==> src/rtl/capture_arbiter.sv <==
`default_nettype none
// ============================================================================
// Module   : capture_arbiter
// Purpose  : Shares one capture register between four requesters. A
//            grant / capture / hold sequence makes sure only one source is
//            loaded at a time. The mode input selects disabled, round-robin,
//            or fixed-priority arbitration (low index highest, or high index
//            highest).
// Ports    : clk        system clock, all state changes on posedge
//            reset      asynchronous, active-high reset
//            req[3:0]   level-sensitive request, one bit per requester
//            data       four DATA_W words, slice k = data[k*DATA_W +: DATA_W]
//            mode[1:0]  00 off, 01 round-robin, 10 low-first, 11 high-first
//            gnt[3:0]   registered one-hot grant (high only during GRANT)
//            cap_valid  one-cycle pulse when cap_data is updated
//            cap_data   captured word, held between captures
//            cap_src    index of the requester that was last captured
//            busy       high whenever the arbiter is not idle
// Revision : 1.0 - initial release
// ============================================================================
module capture_arbiter #(
  parameter int DATA_W      = 8,
  parameter int HOLD_CYCLES = 2   // legal range 1..15
) (
  input  logic                clk,
  input  logic                reset,
  input  logic [3:0]          req,
  input  logic [4*DATA_W-1:0] data,
  input  logic [1:0]          mode,
  output logic [3:0]          gnt,
  output logic                cap_valid,
  output logic [DATA_W-1:0]   cap_data,
  output logic [1:0]          cap_src,
  output logic                busy
);

  typedef enum logic [1:0] {
    IDLE  = 2'd0,
    GRANT = 2'd1,
    HOLD  = 2'd2
  } state_t;

  localparam logic [1:0] MODE_OFF = 2'b00;
  localparam logic [1:0] MODE_RR  = 2'b01;
  localparam logic [1:0] MODE_LO  = 2'b10;
  localparam logic [1:0] MODE_HI  = 2'b11;

  localparam logic [3:0] HOLD_LOAD = 4'(HOLD_CYCLES - 1);

  state_t              state;
  logic [1:0]          rr_ptr;
  logic [3:0]          hold_cnt;
  logic [1:0]          win_idx;   // requester granted in the current GRANT
  logic [1:0]          sel;       // combinational winner from IDLE inputs
  logic [1:0]          rr_idx;
  logic [DATA_W-1:0]   win_data;

  // Winner selection. Each loop walks from the lowest priority candidate to
  // the highest so the last hit is the winner.
  always_comb begin
    sel    = 2'd0;
    rr_idx = 2'd0;
    case (mode)
      MODE_RR: begin
        // Offset 0 (rr_ptr itself) is the highest priority; 2-bit add wraps.
        for (int i = 3; i >= 0; i--) begin
          rr_idx = rr_ptr + 2'(i);
          if (req[rr_idx]) sel = rr_idx;
        end
      end
      MODE_LO: begin
        for (int i = 3; i >= 0; i--) begin
          if (req[i]) sel = 2'(i);
        end
      end
      MODE_HI: begin
        for (int i = 0; i < 4; i++) begin
          if (req[i]) sel = 2'(i);
        end
      end
      default: sel = 2'd0;
    endcase
  end

  assign win_data = data[int'(win_idx)*DATA_W +: DATA_W];

  always_ff @(posedge clk or posedge reset) begin
    if (reset) begin
      state     <= IDLE;
      gnt       <= 4'b0000;
      cap_valid <= 1'b0;
      cap_data  <= '0;
      cap_src   <= 2'd0;
      busy      <= 1'b0;
      rr_ptr    <= 2'd0;
      hold_cnt  <= 4'd0;
      win_idx   <= 2'd0;
    end else begin
      cap_valid <= 1'b0;
      case (state)
        IDLE: begin
          if (mode != MODE_OFF && req != 4'b0000) begin
            win_idx <= sel;
            gnt     <= 4'b0001 << sel;
            busy    <= 1'b1;
            state   <= GRANT;
          end
        end
        GRANT: begin
          gnt <= 4'b0000;
          // The granted requester must still be asking on the closing edge,
          // otherwise the grant is abandoned without touching the capture.
          if (req[win_idx]) begin
            cap_data  <= win_data;
            cap_src   <= win_idx;
            cap_valid <= 1'b1;
            rr_ptr    <= win_idx + 2'd1;
            hold_cnt  <= HOLD_LOAD;
            state     <= HOLD;
          end else begin
            busy  <= 1'b0;
            state <= IDLE;
          end
        end
        HOLD: begin
          if (hold_cnt == 4'd0) begin
            busy  <= 1'b0;
            state <= IDLE;
          end else begin
            hold_cnt <= hold_cnt - 4'd1;
          end
        end
        default: begin
          gnt   <= 4'b0000;
          busy  <= 1'b0;
          state <= IDLE;
        end
      endcase
    end
  end

endmodule
`default_nettype wire
==> config.mk <==
export PLATFORM = sky130hd
export DESIGN_NAME = capture_arbiter
export DESIGN_NICKNAME = d
export VERILOG_FILES = /design/src/rtl/capture_arbiter.sv
export SDC_FILE = /design/constraint.sdc
export NUM_CORES = 1
export LEC_CHECK = 0
export ABC_CLOCK_PERIOD_IN_PS = 1700
export CAP_MARGIN = 20
export CORE_MARGIN = 5
export CORE_UTILIZATION = 40
export DETAILED_ROUTE_END_ITERATION = 7
export PLACE_DENSITY = 0.82
export SYNTH_ARGS = -nofsm -noshare
export SYNTH_HDL_FRONTEND = slang
export SYNTH_SLANG_ARGS = --single-unit
==> constraint.sdc <==
create_clock -name clk -period 1.7 [get_ports clk]
set_clock_uncertainty 0.2 [all_clocks]
set_input_delay 0.34 -clock clk [delete_from_list [all_inputs] [get_ports clk]]
set_output_delay 0.34 -clock clk [all_outputs]
set_load 0.005 [all_outputs]
==> results of run 1 <==
-- logic make-up (layout without fill, tap and decap cells) --
logic type / after synthesis / after routing
buffers and inverters: 16 / 97
AO/OA/AOI/OAI: 30 / 30
flip-flops: 26 / 26
multiplexers: 23 / 23
AND/OR/NAND/NOR: 29 / 30
adder cells (fa/ha/maj): 1 / 1
-- critical path, delay by kind of cell, from the launching register on --
family | cells | cell delay, ps
flip-flops | 1 | 380
AND/OR/NAND/NOR | 1 | 150
AO/OA/AOI/OAI | 1 | 80
multiplexers | 2 | 920
-- power by group through the flow --
stage	registers [mW]	logic [mW]	clock network (mW)
global route	1.10	2.26	0.552
finish	1.07	2.11	0.514
CTS	1.06	2.01	0.529
detailed placement	1.07	1.86	0
floorplan	1.06	1.08	0
global placement	1.06	1.80	0
-- registers in the layout (all words and copies together) (netlist names) --
| name | count |
|---|---|
| busy | 1 |
| cap_data | 8 |
| cap_src | 2 |
| cap_valid | 1 |
| gnt | 4 |
| hold_cnt | 4 |
| rr_ptr | 2 |
| state | 2 |
| win_idx | 2 |
-- synth_stat cells, types with 2 or more instances --
cell type / instances / share of area
nor2_1: 7 / 0.017
nand2b_1: 5 / 0.021
a31o_2: 2 / 0.012
dfrtp_1: 26 / 0.43
nand2_1: 4 / 0.0099
mux4_1: 4 / 0.069
mux4_2: 5 / 0.074
nor3_1: 2 / 0.0066
nor2b_1: 3 / 0.012
nor3b_1: 2 / 0.0099
mux2i_1: 2 / 0.013
mux2_2: 11 / 0.082
o32ai_1: 3 / 0.017
o21ai_0: 4 / 0.013
inv_1: 9 / 0.022
a22o_1: 2 / 0.012
o21bai_1: 2 / 0.0099
a21oi_1: 6 / 0.020
-- worst min-delay path by stage --
stage,startpoint,end,slack (ps),cells past startpoint
global placement,cap_src[1],cap_src[1],280,1
finish,reset,cap_data[5],220,3
detailed placement,cap_src[1],cap_src[1],290,1
global route,reset,cap_data[5],250,3
CTS,reset,cap_data[7],230,3
floorplan,reset,busy,180,1
-- through the flow --
step             util  setup WS [ps]
2_1_floorplan       -         -169.2
3_3_place_gp   0.6193         -498.8
3_5_place_dp   0.6193         -555.6
4_1_cts        0.6541         -154.0
5_1_grt        0.6822         -193.3
6_report       0.6822         -141.5
-- layout make-up --
cell class / instances / area [µm²] / area share
inverters: 10 / 40.04 / 0.01603
flip-flops and latches: 26 / 650.6 / 0.2605
repair buffers: 83 / 800.8 / 0.3206
clock buffers: 3 / 41.29 / 0.01653
well taps: 48 / 60.06 / 0.02405
clock inverters: 1 / 30.03 / 0.01202
multi-input cells: 84 / 874.6 / 0.3502
-- cells in the final DEF, fill, tap and decap left out, types with 2 or more instances in the layout --
cell,Yosys,final
dlymetal6s2s_1,0,13
mux4_2,5,5
buf_4,0,26
o21bai_1,2,2
o21ai_0,4,3
mux2i_1,2,2
nor2_1,7,7
dlygate4sd2_1,0,7
inv_1,9,9
mux2_2,11,6
nor3b_1,2,2
mux4_1,4,4
mux2_4,1,6
clkdlybuf4s50_1,0,35
o32ai_2,0,2
a21oi_1,6,6
a22o_1,2,2
nor3_1,2,2
dfrtp_1,26,26
nand2_1,4,3
clkbuf_8,1,3
a31o_2,2,2
nand2b_1,5,5
nor2b_1,3,2
-- timing repair --
item / CTS / global route
gates resized for setup: 14 / 18
hold endpoints to repair: 0 / 0
pin swaps: 4 / 4
endpoints found under the setup margin: 26 / 35
gates cloned: 1 / 0
buffers inserted: 3 / 6
hold buffers: 0 / 0
-- metal layers --
metal	up-vias	share of wire
met5	-	0
met4	0	0.015
met3	10	0.059
met2	55	0.53
met1	679	0.39
li1	642	-
==> key figures, run 1 <==
Timing
  • Tmin final: 1841 ps
  • Setup Total Neg Slack: -1436 ps
  • Slew Viols, Final: 0
  • Maximum clock frequency: 543.0 MHz
  • Post-route setup slack: -141.5 ps
  • Hold Slack: 224.2 ps
  • Worst relative slew slack: 0.7155
  • Tcrit/Tclk final: 1.083
  • Slew of the pin with the lowest slew margin: 425.5 ps
  • RSZ-0062 raised after global routing: true
  • Final setup violation count: 15
  • Final Hold Vio Count: 0

Placed design
  • Area after DPL: 2267 µm²
  • Placed cells: 241
  • GPL Wtd Cong: 0.8248
  • Port Buffers: 55
  • Dpl hpwl: 3154 µm

CTS
  • Clock root buffer: clkbuf_8
  • CTS tree: done
  • Clk buf depth: 2
  • Cts bufs inserted: 3
  • H-tree depth: 1
  • Number of clock sinks: 26
  • Worst-Skew Late Latency: 270 ps
  • Clock slew at reported path FFs: 90 ps

Synth
  • Syn nets: 166
  • Synth async-reset ratio: 1.000
  • Synth Area in Simple Gates: 0.1087
  • Multiplexer share of the synthesized area: 0.2479
  • Distinct cells, synth: 44
  • Post-Syn Area: 1519 µm²
  • Syn Inst Count: 125
  • XOR/XNOR Fraction of Synth Area: 0
  • EDFF count, synth: 0
  • Compound-gate portion of the synthesized area: 0.1540
  • Yosys warnings: 0
  • Synth Flop Type: dfrtp_1
  • Register area share after synthesis: 0.4283
  • Largest family of logic cells by synthesized area: multiplexers
  • Synth Area in Adders: 0.008237
  • Avg Inst Size Synth: 12.15 µm²
  • Synth Register Bits: 26

Finish
  • Fin area: 2497 µm²
  • Filler cell count: 239
  • Layout cells sized above 1: 0.3140
  • Syn-to-layout area delta: 64.42%
  • N_diodes: 0
  • Final net count: 249
  • Post-Layout Cell Count: 255

Die
  • Die area: 5129 µm²
  • Die width: 71.62 µm
  • I/O pin count: 56
  • Placement Rows: 22
  • Die Y: 71.62 µm
  • Initial core utilization: 0.4149
  • Area of the core: 3661 µm²

Outcome
  • Failing checks: setup timing
  • Outcome: complete, but fails checks

Detailed routing
  • Number of vias per cell: 5.435
  • Routed WL per cell: 18.26 µm
  • DRC: 0
  • Initial DRC count: 142
  • Antenna Violating Nets Remaining: 0
  • Via count: 1386
  • Drt first pass iters: 4
  • Detailed Route WL: 4657 µm

Worst setup path
  • Critical path required time: 1660 ps
  • Slowest-stage cell, CP: mux4_2
  • Reg2Reg Setup Slack: -140 ps
  • Critical Path Sink: hold_cnt[1]
  • Setup crit start: win_idx[0]
  • Reg2Reg Depth: 4
  • Type of origin of the critical path: register
  • RR Endpoint: hold_cnt[1]
  • Max incr delay on CP: 620 ps
  • Crit-path max FO: 6
  • CP arrival: 1800 ps
  • Worst Path Class, Setup: register to register
  • Worst path cell trace: mux4_2 > nand2_8 > o21ai_4 > mux2_4
  • Crit. End Element: register
  • RR Startpoint: win_idx[0]

Pwr
  • Seq pwr share: 0.289
  • Final Power: 3.695 mW
  • NetSw: 1.249 mW
  • Combinational share of power: 0.572
  • PwrDens: 1480 nW/µm²
  • Cell-internal power: 2.447 mW
  • Fraction of power spent switching nets: 0.3379
  • Worst ir drop on vdd: 0.0006203 V
  • LEAKAGE: 1.250 nW
  • Clock power share: 0.139

Global route
  • Grt total ovfl: 0
  • Pin count of the biggest net entering global routing: 27
  • Global Route Usage Sum: 0.1762
  • Vias in the first global route: 1437
  • M3 GR Usage: 0.04208
  • Met2 Track Usage GR: 0.3143
  • GR peak layer: met2
  • GR met1 Demand/Resource: 0.2163
  • First-pass GRT wire length: 7182 µm
  • Initial antenna violation count: 0

Min path
  • HP Class: primary input to async pin

Run
  • Max Cap Viol: 0
Power figures use the tool's default switching activity.
==> inputs of run 2 (changes only) <==
--- a/config.mk
+++ b/config.mk
@@ -10,6 +10,7 @@
 export CORE_MARGIN = 5
 export CORE_UTILIZATION = 40
 export DETAILED_ROUTE_END_ITERATION = 7
+export HOLD_SLACK_MARGIN = 0.15
 export PLACE_DENSITY = 0.82
 export SYNTH_ARGS = -nofsm -noshare
 export SYNTH_HDL_FRONTEND = slang
==> results of run 2 <==
Final layout, timing and power as in run 1 (identical DEF).
==> inputs of run 3 (changes only) <==
--- a/config.mk
+++ b/config.mk
@@ -7,7 +7,6 @@
 export LEC_CHECK = 0
 export ABC_CLOCK_PERIOD_IN_PS = 1700
 export CAP_MARGIN = 20
-export CORE_MARGIN = 5
 export CORE_UTILIZATION = 40
 export DETAILED_ROUTE_END_ITERATION = 7
 export HOLD_SLACK_MARGIN = 0.15
==> key figures, run 3 (same netlist as run 1, synthesis figures left out) <==
Outcome
  • Outcome: complete, but fails checks
  • Failing checks: setup timing

Detailed routing
  • Antenna Violating Nets Remaining: 0
  • DRC: 0
  • Routed wl met3: 364 µm
  • Metal-1 WL: 1781 µm
  • Via count: 1446
  • Drt first pass iters: 4
  • Uppermost layer routed: met4
  • Routed WL per cell: 18.24 µm
  • Detailed Route WL: 4725 µm
  • Met2 WL: 2559 µm
  • Initial DRC count: 88
  • Number of vias per cell: 5.583

Pwr
  • LEAKAGE: 1.189 nW
  • PwrDens: 1528 nW/µm²
  • Worst ir drop on vdd: 0.0005341 V
  • Final Power: 3.861 mW

Global route
  • Global Route Usage Sum: 0.2056
  • Vias in the first global route: 1455
  • First-pass GRT wire length: 6610 µm
  • Pin count of the biggest net entering global routing: 27
  • Grt total ovfl: 0
  • Initial antenna violation count: 0

Timing
  • Maximum clock frequency: 534.9 MHz
  • Slew of the pin with the lowest slew margin: 430.0 ps
  • Tcrit/Tclk final: 1.100
  • Worst relative slew slack: 0.7124
  • Final setup violation count: 15
  • Tmin final: 1870 ps
  • Setup Total Neg Slack: -1602 ps
  • Slew Viols, Final: 0
  • Final Hold Vio Count: 0
  • Post-route setup slack: -169.5 ps
  • RSZ-0062 raised after global routing: true
  • Hold Slack: 228.6 ps

Worst setup path
  • Critical path required time: 1660 ps
  • WP buf/inv: 0
  • Worst path cell trace: mux4_2 > nand2_8 > o21ai_4 > mux2_4
  • Max incr delay on CP: 620 ps
  • Slowest-stage cell, CP: mux4_2
  • Worst Path Class, Setup: register to register
  • RR Endpoint: hold_cnt[1]
  • Crit. End Element: register
  • Type of origin of the critical path: register
  • Critical Path Sink: hold_cnt[1]
  • Cell depth of the worst setup path: 4
  • Reg2Reg Setup Slack: -170 ps
  • CP arrival: 1830 ps
  • RR Startpoint: win_idx[0]
  • Worst path top cell family by delay: multiplexers
  • Reg2Reg Depth: 4
  • Crit-path max FO: 8
  • Setup crit start: win_idx[0]

Die
  • Placement Rows: 22
  • Die width: 63.62 µm
  • Die area: 4048 µm²
  • Area of the core: 3661 µm²
  • I/O pin count: 56
  • Die Y: 63.62 µm
  • Initial core utilization: 0.4149

Placed design
  • Area after DPL: 2247 µm²
  • GPL Wtd Cong: 0.7262
  • Port Buffers: 55
  • Dpl hpwl: 2908 µm
  • Placed cells: 240

Finish
  • Syn-to-layout area delta: 66.39%
  • Post-Layout Cell Count: 259
  • Most frequent cells in the layout: clkdlybuf4s50_1 (40), buf_4 (30), dfrtp_1 (25), inv_1 (9), dlygate4sd2_1 (8)
  • Top Registers: cap_data: 8 flops, gnt: 4 flops, hold_cnt: 4 flops
  • Final net count: 253
  • Fin area: 2527 µm²
  • N_diodes: 0
  • Filler cell count: 228
  • Commonest non-fill, non-tap cell in the layout: clkdlybuf4s50_1
  • Max FFs per register: 8
  • Largest reg by FF count: cap_data
  • Layout cells sized above 1: 0.3555

CTS
  • Clock root buffer: clkbuf_8
  • Clock slew at reported path FFs: 90 ps
  • Worst-Skew Late Latency: 270 ps
  • H-tree depth: 1
  • Cts bufs inserted: 3
  • Clk buf depth: 2
  • CTS tree: done
  • Hold-fix buffers, CTS: 0
  • Number of clock sinks: 26

Run
  • Max Cap Viol: 0

Min path
  • HP Class: primary input to async pin
[run 3: final cells by class]
class,count,area (µm²),share of cell area
Clock inverter,1,30.03,0.01188
Multi-Input combinational cell,84,900.9,0.3564
Timing Repair Buffer,87,805.8,0.3188
Tap cell,48,60.06,0.02376
Clock buffer,3,41.29,0.01634
Inverter,10,37.54,0.01485
Sequential cell,26,651.9,0.2579
[run 3: where the power goes]
group / internal, mW / switching (mW)
Combinational: 1.34 / 0.922
Sequential: 0.887 / 0.194
Clock: 0.315 / 0.202
Total: 2.54 / 1.32
[run 3: worst min-delay path by stage]
stage	slack, ps	end	depth (start not counted)	start
2_1_floorplan	180	busy	1	reset
3_3_place_gp	290	cap_src[1]	1	cap_src[1]
3_5_place_dp	290	cap_src[1]	1	cap_src[1]
4_1_cts	230	cap_data[0]	3	reset
5_1_grt	270	cap_data[0]	3	reset
6_report	230	cap_data[0]	3	reset
[run 3: through the flow]
| stage | setup slack, ps | util |
|---|---|---|
| 6_report | -169.5 | 0.6904 |
| 5_1_grt | -219.2 | 0.6904 |
| 4_1_cts | -157.6 | 0.6528 |
| 3_5_place_dp | -583.9 | 0.6138 |
| 3_3_place_gp | -532.1 | 0.6138 |
| 2_1_floorplan | -169.2 | - |
[run 3: worst reg2reg max path, delay by kind of cell (launching register included)]
| kind | cells | cell delay, ps |
|---|---|---|
| AOI/OAI and AO/OA | 1 | 90 |
| muxes | 2 | 920 |
| DFF | 1 | 390 |
| and+or+nand+nor | 1 | 160 |
[run 3: layer usage]
metal	global-route usage	up-vias
met1	0.2520	716
met2	0.3737	82
met5	0	-
met4	0.03977	0
met3	0.03623	6
li1	-	642
[run 3: repair_timing]
| item | CTS | global route |
|---|---|---|
| endpoints found under the setup margin | 28 | 29 |
| gates resized for setup | 14 | 20 |
| buffers inserted | 6 | 8 |
| pin swaps | 5 | 4 |
| cloned | 1 | 0 |
